<file path="config.mk">
export PLATFORM = sky130hd
export DESIGN_NAME = bp_inflight_scheduler
export DESIGN_NICKNAME = d
export VERILOG_FILES = /design/src/rtl/bp_inflight_scheduler.sv
export SDC_FILE = /design/constraint.sdc
export NUM_CORES = 1
export LEC_CHECK = 0
export BUFFER_PORTS_ARGS = -buffer_cell sky130_fd_sc_hd__buf_2
export CAP_MARGIN = 0
export CORE_UTILIZATION = 30
export CTS_CLUSTER_DIAMETER = 200
export DETAILED_ROUTE_END_ITERATION = 6
export GPL_TIMING_DRIVEN = 0
export HOLD_SLACK_MARGIN = 0.05
export PLACE_DENSITY_LB_ADDON = 0.1
export RECOVER_POWER = 50
export SYNTH_ARGS = -nofsm -noshare
export SYNTH_HDL_FRONTEND = slang
export SYNTH_SLANG_ARGS = --single-unit
</file>
<file path="constraint.sdc">
create_clock -name CLK -period 7.3 [get_ports CLK]
set_input_delay 0.73 -clock CLK [delete_from_list [all_inputs] [get_ports CLK]]
set_output_delay 0.73 -clock CLK [all_outputs]
set_load 0.005 [all_outputs]
</file>
<file path="src/rtl/bp_inflight_scheduler.sv">
// Purpose: grants gshare prediction slots to fetch, tracks in-flight branches in order, trains on resolve.
// Latency: fe_grant/fe_taken combinational; training strobe and flush one cycle after the resolving pop.
// Backpressure: no grant while full, in a mispredict cycle or in the flush cycle; optional BP_STATS_EN adds counters.
module bp_inflight_scheduler #(
  parameter int DEPTH  = 4,
  parameter int PC_W   = 16,
  parameter int HIST_W = 8
) (
  input  logic                       CLK,
  input  logic                       RES,
  input  logic                       fe_req,
  input  logic [PC_W-1:0]            fe_pc,
  output logic                       fe_grant,
  output logic                       fe_taken,
  output logic                       bp_predict_valid,
  output logic [PC_W-1:0]            bp_predict_pc,
  input  logic                       bp_predict_taken,
  input  logic [HIST_W-1:0]          bp_predict_history,
  input  logic                       ex_resolve_valid,
  input  logic                       ex_resolve_taken,
  output logic                       ex_resolve_ready,
  output logic                       bp_train_valid,
  output logic                       bp_train_taken,
  output logic                       bp_train_mispredicted,
  output logic [HIST_W-1:0]          bp_train_history,
  output logic [PC_W-1:0]            bp_train_pc,
  output logic                       flush,
  output logic [$clog2(DEPTH):0]     inflight_count
`ifdef BP_STATS_EN
  ,
  output logic [15:0]                stat_pred_cnt,
  output logic [15:0]                stat_mispred_cnt
`endif
);

  localparam int AW = $clog2(DEPTH);
  localparam int CW = AW + 1;
  localparam logic [CW-1:0] DEPTH_C = CW'(DEPTH);

  logic [PC_W-1:0]   q_pc   [DEPTH];
  logic [HIST_W-1:0] q_hist [DEPTH];
  logic              q_pred [DEPTH];

  logic [AW-1:0] rd_ptr;
  logic [AW-1:0] wr_ptr;
  logic [CW-1:0] count;

  logic empty;
  logic full;
  logic pop;
  logic mis_now;
  logic push;

  // Queue status, mispredict detection and fetch grant decision.
  always_comb begin
    empty    = (count == '0);
    full     = (count == DEPTH_C);
    pop      = ex_resolve_valid & ~empty;
    mis_now  = pop & (ex_resolve_taken != q_pred[rd_ptr]);
    // Full blocks the grant even when a pop frees a slot this cycle: no bypass path.
    push     = fe_req & ~full & ~mis_now & ~flush;
  end

  assign fe_grant         = push;
  assign fe_taken         = push & bp_predict_taken;
  assign bp_predict_valid = push;
  assign bp_predict_pc    = fe_pc;
  assign ex_resolve_ready = ~empty;
  assign inflight_count   = count;

  // Entry storage: written on grant, no reset needed since count gates every read.
  always_ff @(posedge CLK) begin
    if (push) begin
      q_pc[wr_ptr]   <= fe_pc;
      q_hist[wr_ptr] <= bp_predict_history;
      q_pred[wr_ptr] <= bp_predict_taken;
    end
  end

  // Pointers and occupancy; a mispredict discards every younger entry at once.
  always_ff @(posedge CLK or negedge RES) begin
    if (!RES) begin
      rd_ptr <= '0;
      wr_ptr <= '0;
      count  <= '0;
    end else if (mis_now) begin
      // push is suppressed in a mispredict cycle, so wr_ptr is already final.
      rd_ptr <= wr_ptr;
      count  <= '0;
    end else begin
      if (push) wr_ptr <= wr_ptr + AW'(1);
      if (pop)  rd_ptr <= rd_ptr + AW'(1);
      case ({push, pop})
        2'b10:   count <= count + CW'(1);
        2'b01:   count <= count - CW'(1);
        default: count <= count;
      endcase
    end
  end

  // Registered training interface and flush pulse, one cycle after the pop.
  always_ff @(posedge CLK or negedge RES) begin
    if (!RES) begin
      bp_train_valid        <= 1'b0;
      bp_train_taken        <= 1'b0;
      bp_train_mispredicted <= 1'b0;
      bp_train_history      <= '0;
      bp_train_pc           <= '0;
      flush                 <= 1'b0;
    end else begin
      bp_train_valid <= pop;
      flush          <= mis_now;
      if (pop) begin
        bp_train_taken        <= ex_resolve_taken;
        bp_train_mispredicted <= mis_now;
        bp_train_history      <= q_hist[rd_ptr];
        bp_train_pc           <= q_pc[rd_ptr];
      end
    end
  end

`ifdef BP_STATS_EN
  // Saturating prediction and mispredict counters.
  always_ff @(posedge CLK or negedge RES) begin
    if (!RES) begin
      stat_pred_cnt    <= '0;
      stat_mispred_cnt <= '0;
    end else begin
      if (push && stat_pred_cnt != 16'hFFFF)       stat_pred_cnt    <= stat_pred_cnt + 16'd1;
      if (mis_now && stat_mispred_cnt != 16'hFFFF) stat_mispred_cnt <= stat_mispred_cnt + 16'd1;
    end
  end
`endif

endmodule
</file>
==> run summary <==
OUTCOME
--------------------------------------------------------------------------------
Result of the run ................................................. finished, violations left
Violations in the final reports ................................... capacitance limit, slew limit

CLOCK NETWORK
--------------------------------------------------------------------------------
Master cell of the clock root buffer .............................. sky130_fd_sc_hd__clkbuf_16
Insertion delay to the later sink of the worst-skew pair ..........      0.42 ns
Clock Sink Count ..................................................          135
Post-CTS Setup Inserts ............................................            0
Post-CTS Hold Buffers .............................................            0
Clock-pin transition on the worst setup and hold timing paths .....      0.05 ns
CTS tree ..........................................................         done
Num CTS Buffers ...................................................           17
Clock Path Buffers ................................................            2
Count of H-tree levels built during CTS ...........................            4
Post-cts resize count .............................................            0

STA
--------------------------------------------------------------------------------
Aggregate negative setup slack ....................................         0 ns
Fin Clk Skew ......................................................   0.00675 ns
Final Setup Violations ............................................            0
Unrepaired setup endpoints after global routing ...................           no
Final-report hold violation count .................................            0
Slew at the pin with the worst max-slew slack .....................      2.22 ns
Clock period minus final worst setup slack ........................      2.94 ns
Max Clock Freq ....................................................      340 MHz
Max_slew headroom .................................................       -47.7%
Final count of pins violating max slew ............................           36
Crit share post-route .............................................        40.3%

DIE
--------------------------------------------------------------------------------
Initial Util ......................................................        30.7%
Total Die Area ....................................................  0.0182 mm^2
Die Wd ............................................................       135 um
Placeable core region .............................................  0.0173 mm^2
Number of core rows ...............................................           48
Die Height ........................................................       135 um
Number of placed I/O pins .........................................           81

PWR
--------------------------------------------------------------------------------
LEAKAGE ...........................................................      2.53 nW
Part of the power in registers ....................................        41.3%
Net Sw Frac .......................................................        29.6%
Power per standard cell area ......................................  412 mW/mm^2
Net Sw Power ......................................................   0.000797 W
Worst ir drop on vdd ..............................................   0.000202 V
Logic gate share of total power ...................................        27.7%
Cell internal power dissipation ...................................    0.00189 W
Power share of the clock group ....................................        31.0%

DETAILED ROUTING
--------------------------------------------------------------------------------
Initial DRC count .................................................          155
Post-route DRC violation count ....................................            0
Final routed wirelength across all metal layers ...................      11.3 mm
Detailed-routing iteration count for the pre-antenna-repair pass ..            4
Total via count after detailed routing ............................         2900
Avg WL per Cell ...................................................      17.3 um
Post-DR vias/cell .................................................         4.42
Antenna viol nets, final ..........................................            0

GLOBAL ROUTE
--------------------------------------------------------------------------------
GRT Residual Overflow .............................................            0
Number of global-route vias before repair .........................         2977
Maximum number of pins on one net before global-route repair ......           36
Antenna violations before repair ..................................            0
Global-route usage over all layers ................................        13.6%
Wire length of the first global-routing pass ......................      17.5 mm

PLACE
--------------------------------------------------------------------------------
Placer congestion estimate ........................................        0.718
Number of buffers inserted by port buffering ......................           80
Dpl hpwl ..........................................................      6.74 mm
Area after DPL .................................................... 0.00600 mm^2

LAYOUT
--------------------------------------------------------------------------------
Most used cells in the layout excluding fill and tap cells ........ sky130_fd_sc_hd__edfxtp_1 (100), sky130_fd_sc_hd__nand2_1 (79), sky130_fd_sc_hd__buf_2 (47)
Layout Nets .......................................................          453
Filler cell count .................................................         1683
Fraction of final layout cells with drive strength greater than 1 .        30.6%
Syn-to-layout area delta ..........................................        22.9%
Post-route cell area .............................................. 0.00653 mm^2
Diodes inserted ...................................................            0
Area of the multi-input gates ..................................... 0.00121 mm^2
Commonest non-fill, non-tap cell in the layout .................... sky130_fd_sc_hd__edfxtp_1
Area taken by flip-flops and latches .............................. 0.00388 mm^2

SYNTH
--------------------------------------------------------------------------------
Simple-gate share of the synthesized area .........................        7.98%
Seq cells post-synth ..............................................          135
Sequential cell area fraction in the yosys report .................        73.0%
Mapped cell area .................................................. 0.00531 mm^2
Cells after synthesis .............................................          319
Number of nets in the synthesized netlist .........................          354
Share of synthesized area spent on multiplexers ...................        10.8%
Synthesized-area fraction occupied by adder cells .................        1.32%
Fraction of synthesized cell area in xor and xnor cells ...........       0.801%
Syn. warnings .....................................................            0
Dominant combinational cell family by area after synthesis ........ multiplexers
Avg Synthesized Cell Area .........................................    16.7 um^2
Compound-gate portion of the synthesized area .....................        1.81%
Post-synthesis cell type count ....................................           34

WORST SETUP PATH
--------------------------------------------------------------------------------
Critical setup path kind .......................................... flop to output pin
Max stage delay on crit path ......................................      0.58 ns
Sequence of cells on the critical path ............................ nor2_1, a21oi_1, o21a_1, buf_4, and2_1, buf_2
Length in cells of the worst reg-to-reg path ......................            5
Largest driver fanout on the critical path ........................           10
CP startpoint kind ................................................         flop
Worst path required time ..........................................      6.57 ns
Critical-path top delay cell ...................................... sky130_fd_sc_hd__a21oi_1
Endpoint type of the worst setup path .............................   output pin
Data arrival time of the worst path ...............................      2.21 ns

FLOW RUN
--------------------------------------------------------------------------------
Max-cap violations ................................................            1

HOLD PATH
--------------------------------------------------------------------------------
Worst hold stages .................................................            2
Hold WC Path Type ................................................. flop to flop

[registers in the layout, summed over array words and instances, names as in the netlist]
signal / count
bp_train_history: 8
bp_train_mispredicted: 1
bp_train_pc: 16
bp_train_taken: 1
bp_train_valid: 1
flush: 1
inflight_count: 3
q_hist: 32
q_pc: 64
q_pred: 4
rd_ptr: 2
wr_ptr: 2
[power groups by stage]
stage / Combinational [W] / Clock (W) / Sequential [W]
5_1_grt: 0.000842 / 0.000887 / 0.00114
6_report: 0.000744 / 0.000833 / 0.00111
2_1_floorplan: 0.000494 / 0 / 0.00113
4_1_cts: 0.000783 / 0.000852 / 0.00112
3_3_place_gp: 0.000775 / 0 / 0.00113
3_5_place_dp: 0.000781 / 0 / 0.00113
[layout make-up]
cell class,count,share of cell area (%)
Sequential cell,135,59.4
Multi-Input combinational cell,147,18.5
Clock buffer,22,7.26
Timing Repair Buffer,80,5.44
Tap cell,225,4.31
Buffer,32,3.22
Clock inverter,10,1.57
Inverter,5,0.287
[logic make-up (layout without fill, tap and decap cells)]
group,count (synthesis),after routing
and+or+nand+nor,101,101
buffers and inverters,37,149
adders and majority gates,5,5
xor gates and xnor gates,4,4
muxes,26,26
AOI/OAI and AO/OA,11,11
DFF,135,135
[cells in the mapped netlist]
library cell / instances / share of area [%]
sky130_fd_sc_hd__xor2_1: 1 / 0.16
sky130_fd_sc_hd__and2_1: 5 / 0.59
sky130_fd_sc_hd__xnor2_2: 1 / 0.31
sky130_fd_sc_hd__buf_2: 3 / 0.28
sky130_fd_sc_hd__o21a_1: 2 / 0.28
sky130_fd_sc_hd__o2111ai_1: 1 / 0.16
sky130_fd_sc_hd__nand3_1: 2 / 0.19
sky130_fd_sc_hd__or3_1: 1 / 0.12
sky130_fd_sc_hd__and3_1: 1 / 0.12
sky130_fd_sc_hd__buf_4: 23 / 3.2
sky130_fd_sc_hd__nor2_1: 6 / 0.42
sky130_fd_sc_hd__mux4_2: 25 / 11
sky130_fd_sc_hd__o311a_1: 2 / 0.38
sky130_fd_sc_hd__clkbuf_1: 6 / 0.42
sky130_fd_sc_hd__o22ai_1: 1 / 0.12
sky130_fd_sc_hd__o31ai_4: 1 / 0.40
sky130_fd_sc_hd__o311ai_0: 1 / 0.16
sky130_fd_sc_hd__xnor2_1: 2 / 0.33
sky130_fd_sc_hd__nor4_1: 1 / 0.12
sky130_fd_sc_hd__mux2i_1: 1 / 0.19
sky130_fd_sc_hd__nand4b_1: 1 / 0.16
sky130_fd_sc_hd__fa_1: 1 / 0.38
sky130_fd_sc_hd__o21ai_0: 1 / 0.094
sky130_fd_sc_hd__nand2_1: 79 / 5.6
sky130_fd_sc_hd__a21oi_1: 1 / 0.094
sky130_fd_sc_hd__dfrtp_1: 35 / 16
sky130_fd_sc_hd__nand4bb_1: 1 / 0.21
sky130_fd_sc_hd__nand4_1: 2 / 0.24
sky130_fd_sc_hd__ha_1: 4 / 0.94
sky130_fd_sc_hd__inv_1: 4 / 0.28
sky130_fd_sc_hd__a31oi_1: 1 / 0.12
sky130_fd_sc_hd__edfxtp_1: 100 / 57
sky130_fd_sc_hd__nand2b_1: 2 / 0.24
sky130_fd_sc_hd__inv_2: 1 / 0.071
[metal layers]
metal	vias up	global-route usage (%)	share of wire, %
met5	-	0	0
met4	0	6.74	1.9
met3	15	3.60	4.4
met2	69	20.8	48
met1	1462	17.9	45
li1	1354	-	-
[worst paths after layout]
check / startpoint / slack (ns) / end
min reg2reg: bp_train_pc[14] / 0.47 / bp_train_pc[14]
max: inflight_count[0] / 4.36 / fe_taken
min in group asynchronous: RES / 0.97 / wr_ptr[0]
max in group asynchronous: RES / 5.07 / bp_train_history[6]
max reg2reg: inflight_count[0] / 4.65 / q_hist[3][2]
min: bp_train_pc[14] / 0.47 / bp_train_pc[14]
[critical path, delay by kind of cell (launching register included)]
family          cells  cell delay, ns
compound gates      2            0.79
simple gates        2            0.23
flops               1            0.50
buf+inv             2            0.27
[stage by stage]
step / setup WS (ns) / std cells / power, W / utilization (%) / hold WS [ns]
after floorplan: 4.77 / 319 / 0.00162 / - / 0.434
after global placement: 3.78 / 624 / 0.00190 / 34.7 / 0.454
after detailed placement: 4.35 / 624 / 0.00191 / 34.7 / 0.457
after CTS: 4.33 / 656 / 0.00275 / 38.0 / 0.471
after global routing: 4.17 / 656 / 0.00286 / 37.8 / 0.496
final: 4.36 / 656 / 0.00269 / 37.8 / 0.467
Note: power is estimated with default switching activity, not from simulation.
